<file path="config.mk">
export PLATFORM = sky130hd
export DESIGN_NAME = counter_ctrl
export DESIGN_NICKNAME = d
export VERILOG_FILES = /design/src/rtl/counter_ctrl_pkg.sv /design/src/rtl/counter_ctrl_cnt_core.sv /design/src/rtl/counter_ctrl.sv
export SDC_FILE = /design/constraint.sdc
export NUM_CORES = 1
export LEC_CHECK = 0
export CAP_MARGIN = 10
export CORE_MARGIN = 2
export CORE_UTILIZATION = 48
export DETAILED_ROUTE_END_ITERATION = 12
export PLACE_DENSITY = 0.87
export RECOVER_POWER = 50
export SLEW_MARGIN = 10
export SYNTH_ARGS = -nofsm -noshare
export SYNTH_HDL_FRONTEND = slang
export SYNTH_SLANG_ARGS = --single-unit
</file>
<file path="constraint.sdc">
create_clock -name clk -period 2.4 [get_ports clk]
set_input_delay 0.36 -clock clk [delete_from_list [all_inputs] [get_ports clk]]
set_output_delay 0.36 -clock clk [all_outputs]
set_load 0.005 [all_outputs]
</file>
<file path="src/rtl/counter_ctrl_pkg.sv">
// counter_ctrl_pkg: shared state encoding and direction constants for the counter controller
package counter_ctrl_pkg;
  typedef enum logic [1:0] {
    IDLE = 2'd0,
    RUN  = 2'd1,
    HOLD = 2'd2
  } ctrl_state_t;
  localparam logic DIR_UP = 1'b1;
  localparam logic DIR_DN = 1'b0;
endpackage

</file>
<file path="src/rtl/counter_ctrl_cnt_core.sv">
// cnt_core: load/step count register; load has priority over stepping
module cnt_core #(
  parameter int W = 8
) (
  input  logic         clk,
  input  logic         rst_n,
  input  logic         load,
  input  logic [W-1:0] load_val,
  input  logic         en,
  input  logic         dir,
  output logic [W-1:0] cnt
);
  logic [W-1:0] cnt_q, cnt_d;

  always_comb
    cnt_d = load ? load_val : en ? (dir ? cnt_q + W'(1) : cnt_q - W'(1)) : cnt_q;

  always_ff @(posedge clk or negedge rst_n)
    if (!rst_n) cnt_q <= '0;
    else        cnt_q <= cnt_d;

  assign cnt = cnt_q;
endmodule

</file>
<file path="src/rtl/counter_ctrl.sv">
// counter_ctrl: start/stop/pause sequencer with one-shot or periodic terminal count around cnt_core
module counter_ctrl
  import counter_ctrl_pkg::*;
#(
  parameter int   W       = 8,
  parameter logic DEF_DIR = 1'b1
) (
  input  logic         clk,
  input  logic         rst_n,
  input  logic         start,
  input  logic         stop,
  input  logic         pause,
  input  logic         periodic,
  input  logic         dir,
  input  logic [W-1:0] limit,
  output logic [W-1:0] cnt,
  output logic         busy,
  output logic         done
);
  ctrl_state_t  state_q, state_d;
  logic [W-1:0] lim_q, lim_d;
  logic         dir_q, dir_d;
  logic         per_q, per_d;
  logic         done_q, done_d;
  logic         load, en;
  logic [W-1:0] load_val, start_val, term_val;

  assign start_val = (dir_q == DIR_UP) ? '0 : lim_q;
  assign term_val  = (dir_q == DIR_DN) ? '0 : lim_q;

  // Terminal compare is evaluated before any step, so the counter never wraps.
  always_comb begin
    state_d  = state_q;
    lim_d    = lim_q;
    dir_d    = dir_q;
    per_d    = per_q;
    done_d   = 1'b0;
    load     = 1'b0;
    en       = 1'b0;
    load_val = start_val;
    case (state_q)
      IDLE:
        if (start) begin
          lim_d    = limit;
          dir_d    = dir;
          per_d    = periodic;
          load     = 1'b1;
          load_val = (dir == DIR_UP) ? '0 : limit;
          state_d  = RUN;
        end
      RUN:
        if (stop) state_d = IDLE;
        else if (pause) state_d = HOLD;
        else if (cnt == term_val) begin
          done_d  = 1'b1;
          load    = per_q;
          state_d = per_q ? RUN : IDLE;
        end else en = 1'b1;
      HOLD:
        state_d = stop ? IDLE : pause ? HOLD : RUN;
      default:
        state_d = IDLE;
    endcase
  end

  always_ff @(posedge clk or negedge rst_n)
    if (!rst_n) begin
      state_q <= IDLE;
      lim_q   <= '0;
      dir_q   <= DEF_DIR;
      per_q   <= 1'b0;
      done_q  <= 1'b0;
    end else begin
      state_q <= state_d;
      lim_q   <= lim_d;
      dir_q   <= dir_d;
      per_q   <= per_d;
      done_q  <= done_d;
    end

  cnt_core #(.W(W)) u_core (
    .clk     (clk),
    .rst_n   (rst_n),
    .load    (load),
    .load_val(load_val),
    .en      (en),
    .dir     (dir_q),
    .cnt     (cnt)
  );

  assign busy = (state_q != IDLE);
  assign done = done_q;
endmodule

</file>
Word-level counts from Yosys, hierarchy flattened
Cells that the tools add are included.
Widths: inputs -> output; s select.
Word-level totals
  flip-flop bits (word level): 21
  input port bits: 15
  output and inout bits: 10
  logic and storage cells: 47
Operators by class
  $add $sub $neg: 2
  eq/ne operators: 5
  muxes and demuxes: 29
  reduce and logical (&&, ||, !) cells: 5
Operators with widths (count)
  $mux 8: 8
  $mux 1: 13
  $mux 2: 6
  $add 8x1->8 const B: 1
  $eq 8x8->1: 1
  $sub 8x1->8 const B: 1
  $pmux 2 s3: 1
  $ne 4x4->1 const B: 1
  $reduce_and 2->1: 2
  $reduce_bool 2->1: 2
  $eq 2x1->1 const B: 1
  $eq 2x2->1 const B: 1
  $logic_not 2->1: 1
  $ne 2x2->1 const B: 1
  $pmux 1 s2: 1

Logic depth before layout (Yosys ltp)
Gate-level depths: netlist of run 1.
  word-level depth: 8
  mapped depth: 10
  depth with buffers taken out: 8

By module
A second synthesis of run 1 with hierarchy kept.
Second synthesis, totals
  cell total of the unflattened synthesis: 170
  area total of the unflattened synthesis: 1580.3 sq um
Modules (own cells, without submodules)
  counter_ctrl: instances 1, cells each 95, area each 914.6 sq um, sequential area each 326.6 sq um
  cnt_core: instances 1, cells each 75, area each 665.6 sq um, sequential area each 200.2 sq um

Least setup slack after synthesis of run 1
OpenSTA, ideal clock, no wires.
  path kind: flip-flop to flip-flop
  start: register dir_q
  end: register u_core.cnt_q[7] (netlist: u_core.cnt[7])
  library setup time: 0.104 ns
  arrival: 2.153 ns
  data required time: 2.296 ns
  slack: 0.143 ns
  stages on the path, launching flop included: 11
  buffers on the path: 2
  clock period less this slack: 2.257 ns
  cell sequence: dfstp_2 buf_6 buf_8 inv_1 ha_1 a211oi_2 o21ai_1 a21o_1 a21oi_1 xnor2_1 a221oi_1
On the way
  word-level cells in the longest chain between the ends: 7
  elaborated cells between the ends (all ways): 17
  those cells by class: eq/ne (1); mux (15); reduce/logical (1)
RTL lines
  from (decl): line counter_ctrl.sv:22  | logic dir_q, dir_d;
  from (signal assigned): line counter_ctrl.sv:76  | dir_q <= dir_d;
  $mux 8: line counter_ctrl.sv:29  | assign term_val = (dir_q == DIR_DN) ? '0 : lim_q;
  $eq 8x8->1: line counter_ctrl.sv:54  | else if (cnt == term_val) begin
  $mux 1: line counter_ctrl.sv:54
  $mux 1: line counter_ctrl.sv:53  | else if (pause) state_d = HOLD;
  $mux 1: line counter_ctrl.sv:52  | if (stop) state_d = IDLE;
  $pmux 1 s2 or $mux 1 (tied branches): line counter_ctrl.sv:41  | case (state_q)
  $mux 8 or $reduce_bool 2->1 (tied branches)
  to (signal assigned): line counter_ctrl_cnt_core.sv:20  | else cnt_q <= cnt_d;
  to (decl): line counter_ctrl_cnt_core.sv:13  | logic [W-1:0] cnt_q, cnt_d;
Parallel ways exist; a longest one is shown, timed or not. The select of a mux whose other input is x is not followed.
A chain may end at the register's enable or synchronous reset.

Worst setup path after layout of run 1
Ends and elaborated chain as after synthesis.

==> results.yml, run 1 <==
critical_path:
  ff2ff_path_depth: 8
  crit_start: "dir_q$_DFFE_PN1P_"
  slowest_delay_ns: 0.55
  required_ns: 2.61
  slowest_stage: "dfstp_2"
  critPathLaunchType: "flip-flop"
  end_kind: "flip-flop"
  crit_buf_inv: 1
  path_delay_family: "compound AO/OA/AOI/OAI gates"
  r2r_slack_ns: 0.15
  criticalPathCategory: "flip-flop to flip-flop"
  worstPathArrival_ns: 2.46
  worstReg2RegStart: "dir_q$_DFFE_PN1P_"
  path_depth: 8
  crit_chain: "inv_1 -> ha_1 -> a211oi_2 -> o21ai_1 -> a21o_1 -> a21oi_1 -> xnor2_1 -> a221oi_1"
  crit_fanout: 9
layout:
  fin_nets: 220
  stdcell_count: 241
  area.growth.synth_to_final_pct: 19.8
  n_antenna_cell: 0
  layout-drive-gt1-share_pct: 10.2
clock_tree:
  cts_resized: 0
  cts_setup_buffers: 0
  insertion_delay_ns: 0.31
  clockBufferDepth: 2
  cts_hold_buf: 0
  cts_root_buf: "clkbuf_4"
  cts.clk_slew.worst_paths_ns: 0.12
  clock_sinks: 21
  cts_tree: "yes"
  numCtsBuffers: 3
  cts_max_level: 1
grt:
  antenna_found_initial: 0
  grt_start_max_net_pins: 22
  grt_pass1_wl_um: 6310
  grt-ovfl-total: 0
  grt_pass1_vias: 1403
  grt_use_total_pct: 23.2
synthesis:
  synth_area_leaders: "dfrtp_1, nand2_1, ha_1"
  synth_ff_type: "dfrtp_1"
  ys_types: 48
  synth_common_cells: "nand2_1, dfrtp_1, nand3_1, o21ai_0"
  syn-num-nets: 193
  async_flop_share_pct: 100
  synthCells: 171
  yosys_warnings: 0
  yosys.cell_count.top_type: "nand2_1"
  ys_seq_elements: 21
  synth-edff-count: 0
  ys_seq_area_share_pct: 34.2
  synth_top_area_share_pct: 32.5
  synth_area_per_cell_um2: 9.01
  synthesis.area_um2: 1540
  synth_area_leader_cell: "dfrtp_1"
timing:
  setup_viol_count_final: 0
  relSlewSlack_pct: 22.5
  rsz0062_at_grt: "false"
  slew_viol_final: 0
  setup_tns_ns: 0
  fin_skew_ns: 0.00862
  hold_ws_ns: 0.580
  tightest_slew_ns: 1.16
  timing.fmax_ghz: 0.444
  fin_crit_sh_pct: 93.9
  finalCriticalPeriod_ns: 2.25
  finalHoldViolations: 0
drt:
  wl_per_cell_um: 15.5
  drt_first_pass_iters: 4
  num_vias: 1410
  drcViolationCount: 0
  antenna_left: 0
  drt_iter0_drc: 82
  via_per_inst: 5.85
  totalWireLength_um: 3740
job:
  cap_violations: 0
die:
  die_area_um2: 3680
  num_io_pins: 25
  core_area_um2: 3050
  die_y_um: 60.7
  die_w_um: 60.7
  num_rows: 20
  initial_core_util_pct: 50.5
hold_path:
  hp-class: "primary input to flip-flop"
  hold_start: "periodic"
  whs_path_depth: 3
power_and_ir_drop:
  p_total_uw: 1950
  ir_worst_vdd_mv: 0.494
  p_per_area_nw_per_um2: 1060
  p_leak_uw: 0.000808
placement:
  placedCellCount: 237
  place_congestion: 0.876
  hpwl_um: 2660
  io_buffers: 24
outcome:
  outcome: "finished, final reports clean"
[layout make-up]
type | count | area [µm²]
clock buffer | 4 | 26.3
timing repair buffer | 28 | 267
tap | 44 | 55.1
multi-input combinational | 136 | 942
sequential | 21 | 527
inverter | 8 | 30.0
fill | 296 | 1210
[per-layer routing]
| metal | GRT usage, % | wire length, µm |
|---|---|---|
| met3 | 1.92 | 179 |
| met5 | 0 | 0 |
| met2 | 39.8 | 1840 |
| met4 | 10.6 | 70 |
| met1 | 29.6 | 1650 |
[layout by cell type (no fill, tap or decap), types with 5 or more instances in the layout]
cell type	n
nand3_1	9
a21oi_1	8
nand2_1	26
o21a_1	5
ha_1	6
nor3_1	5
xor2_1	7
inv_1	8
clkdlybuf4s50_1	23
o21ai_0	8
dfrtp_1	20
nor2_1	5
[path summary, 6_finish.rpt]
check,endpoint
min reg2reg,state_q[0]$_DFFE_PN0P_
min,per_q$_DFFE_PN0P_
max reg2reg,u_core.cnt[7]$_DFFE_PN0P_
min in group asynchronous,u_core.cnt[4]$_DFFE_PN0P_
max,u_core.cnt[7]$_DFFE_PN0P_
max in group asynchronous,u_core.cnt[3]$_DFFE_PN0P_
[registers in the layout (all words and copies together) (netlist names)]
register / cells
dir_q: 1
done: 1
state_q: 2
u_core.cnt: 8
lim_q: 8
per_q: 1
[tightest hold or removal path, stage by stage]
cell and delay, ns:
clkdlybuf4s50_1 0.40, nand2_1 0.06, nand2_1 0.04
[cells by family (layout without fill, tap and decap cells)]
family / count (synthesis) / after routing / share of synthesized area, %
buffers and inverters: 14 / 40 / 4.71
adder cells (fa/ha/maj): 7 / 7 / 6.17
AND/OR/NAND/NOR: 63 / 63 / 21.1
XOR/XNOR: 11 / 11 / 6.25
flip-flops: 21 / 21 / 34.2
multiplexers: 5 / 5 / 3.49
AO/OA/AOI/OAI: 50 / 50 / 24.1
[per-stage QoR]
| stage | area [µm²] | util, % | setup WS, ns |
|---|---|---|---|
| 3_3_place_gp | 1820 | 59.8 | 0.283 |
| 4_1_cts | 1850 | 60.6 | 0.149 |
| 3_5_place_dp | 1820 | 59.8 | 0.188 |
| 2_1_floorplan | 1540 | - | 0.143 |
| 5_1_grt | 1850 | 60.5 | 0.00867 |
| 6_report | 1850 | 60.5 | 0.147 |
[where the power goes]
| part | internal [µW] | leakage (µW) | switching (µW) |
|---|---|---|---|
| clock network | 64.9 | 0.0000150 | 111 |
| registers | 462 | 0.000261 | 191 |
| logic | 578 | 0.000532 | 547 |
Power figures use the tool's default switching activity.
==> run 2: changes to the inputs <==
- clock period: 2.4 -> 1.95 ns (I/O delays scaled with it)
==> results.yml, run 2 (synthesized netlist as in run 1, its figures left out) <==
layout:
  n_antenna_cell: 0
  final_common_cell: "nand2_1"
  layout-drive-gt1-share_pct: 23.5
  mostFrequentLayoutCells: "nand2_1, clkdlybuf4s50_1, buf_4, dfrtp_1, nand3_1"
  fin_nets: 240
  area.growth.synth_to_final_pct: 34.9
  fill_cells: 266
power_and_ir_drop:
  p_per_area_nw_per_um2: 1380
  switchingPower_uw: 1240
  ir_worst_vdd_mv: 0.650
  p_sw_share_pct: 43.2
  comb_power_share_pct: 63.1
  p_leak_uw: 0.000913
  p_seq_share_pct: 28.5
  clockPowerShare_pct: 8.4
  internal-power_uw: 1630
  p_total_uw: 2860
drt:
  num_vias: 1504
  totalWireLength_um: 4150
  wl_per_cell_um: 15.9
  via_per_inst: 5.76
  drcViolationCount: 0
  drt_first_pass_iters: 4
  antenna_left: 0
  drt_iter0_drc: 65
die:
  num_io_pins: 25
  die_y_um: 60.7
  die_w_um: 60.7
  num_rows: 20
  initial_core_util_pct: 50.5
  die_area_um2: 3680
  core_area_um2: 3050
timing:
  finalHoldViolations: 0
  timing.fmax_ghz: 0.471
  fin_skew_ns: 0.0104
  tightest_slew_ns: 1.22
  slew_viol_final: 0
  finalCriticalPeriod_ns: 2.12
  setup_tns_ns: -1.00
  fin_crit_sh_pct: 109
  finalWorstSetupSlack_ns: -0.173
  setup_viol_count_final: 8
  relSlewSlack_pct: 18.4
  rsz0062_at_grt: "true"
clock_tree:
  clock_sinks: 21
  insertion_delay_ns: 0.33
  numCtsBuffers: 3
  cts.clk_slew.worst_paths_ns: 0.14
  cts_max_level: 1
  clockBufferDepth: 2
  cts_root_buf: "clkbuf_4"
  cts_tree: "yes"
placement:
  io_buffers: 24
  hpwl_um: 3020
  place_congestion: 0.857
critical_path:
  worstPathArrival_ns: 2.36
  crit_fanout: 5
  end_kind: "flip-flop"
  critPathLaunchType: "flip-flop"
  criticalPathCategory: "flip-flop to flip-flop"
  required_ns: 2.19
grt:
  grt_pass1_vias: 1531
  grt_use_total_pct: 26.3
  antenna_found_initial: 0
  grt_start_max_net_pins: 22
  grt-ovfl-total: 0
  grt_pass1_wl_um: 7030
outcome:
  outcome: "finished with violations"
  violations: "setup timing"
hold_path:
  hp-class: "primary input to flip-flop"
job:
  cap_violations: 0
[run 2: cell types whose count changed in the layout (fill, tap and decap cells not counted), sizes merged]
cell,delta
clkinv,+1
clkbuf,-1
buf,+20
inv,-1
clkinvlp,+1
[run 2: worst paths after layout]
kind | start | to | slack [ns] | cells after the start
setup reg to reg | dir_q$_DFFE_PN1P_ | u_core.cnt[6]$_DFFE_PN0P_ | -0.17 | 9
hold reg to reg | lim_q[3]$_DFFE_PN0P_ | lim_q[3]$_DFFE_PN0P_ | 0.58 | 2
max in group asynchronous | rst_n | u_core.cnt[2]$_DFFE_PN0P_ | 0.51 | 2
setup / recovery | dir_q$_DFFE_PN1P_ | u_core.cnt[6]$_DFFE_PN0P_ | -0.17 | 9
hold / removal | periodic | per_q$_DFFE_PN0P_ | 0.47 | 3
min in group asynchronous | rst_n | state_q[1]$_DFFE_PN0P_ | 0.71 | 2
[run 2: area by class of cell]
cell class                      instances  area [µm²]  share of cell area (%)
Tap cell                               44        55.1                    2.65
Clock inverter                          1        5.00                   0.241
Clock buffer                            3        22.5                    1.08
Timing Repair Buffer                   48         420                    20.2
Sequential cell                        21         527                    25.3
Inverter                                8        33.8                    1.62
Multi-Input combinational cell        136        1020                    48.9
[run 2: metrics by stage]
stage	area [µm²]	setup slack, ns	hold WS [ns]	util (%)	cells
floorplan	1600	-0.276	-0.00309	-	171
finish	2080	-0.173	0.473	68.1	261
detailed placement	2010	-0.215	0.547	65.7	254
CTS	2060	-0.162	0.299	67.6	261
global placement	2010	-0.119	0.527	65.7	254
global route	2080	-0.281	0.530	68.1	261
[run 2: layer usage]
metal  vias up  routed length, µm  global-route usage, %
met5         -                  0                      0
met4         0                115                   11.8
met3        11                146                   2.56
li1        714                  -                      -
met2        49               2120                   47.8
met1       730               1770                   31.2
[run 2: timing repair]
item / CTS / global route
gates resized for setup: 2 / 3
buffers inserted: 3 / 0
hold buffers: 0 / 0
pin swaps: 1 / 1
setup endpoints to repair: 8 / 9
[run 2: critical path: stages (launching register included)]
cell and delay [ns]:
dfstp_2 0.58, clkinvlp_4 0.16, buf_6 0.16, fa_2 0.36, a21o_1 0.17, a21oi_2 0.15
o21bai_1 0.09, a21oi_1 0.15, xor2_1 0.15, a21oi_1 0.07
[run 2: power groups by stage]
stage	Combinational (µW)	Sequential, µW	Clock (µW)
floorplan	1130	758	0
global placement	1590	806	0
detailed placement	1660	820	0
CTS	1730	813	237
global route	1980	841	254
finish	1810	816	240
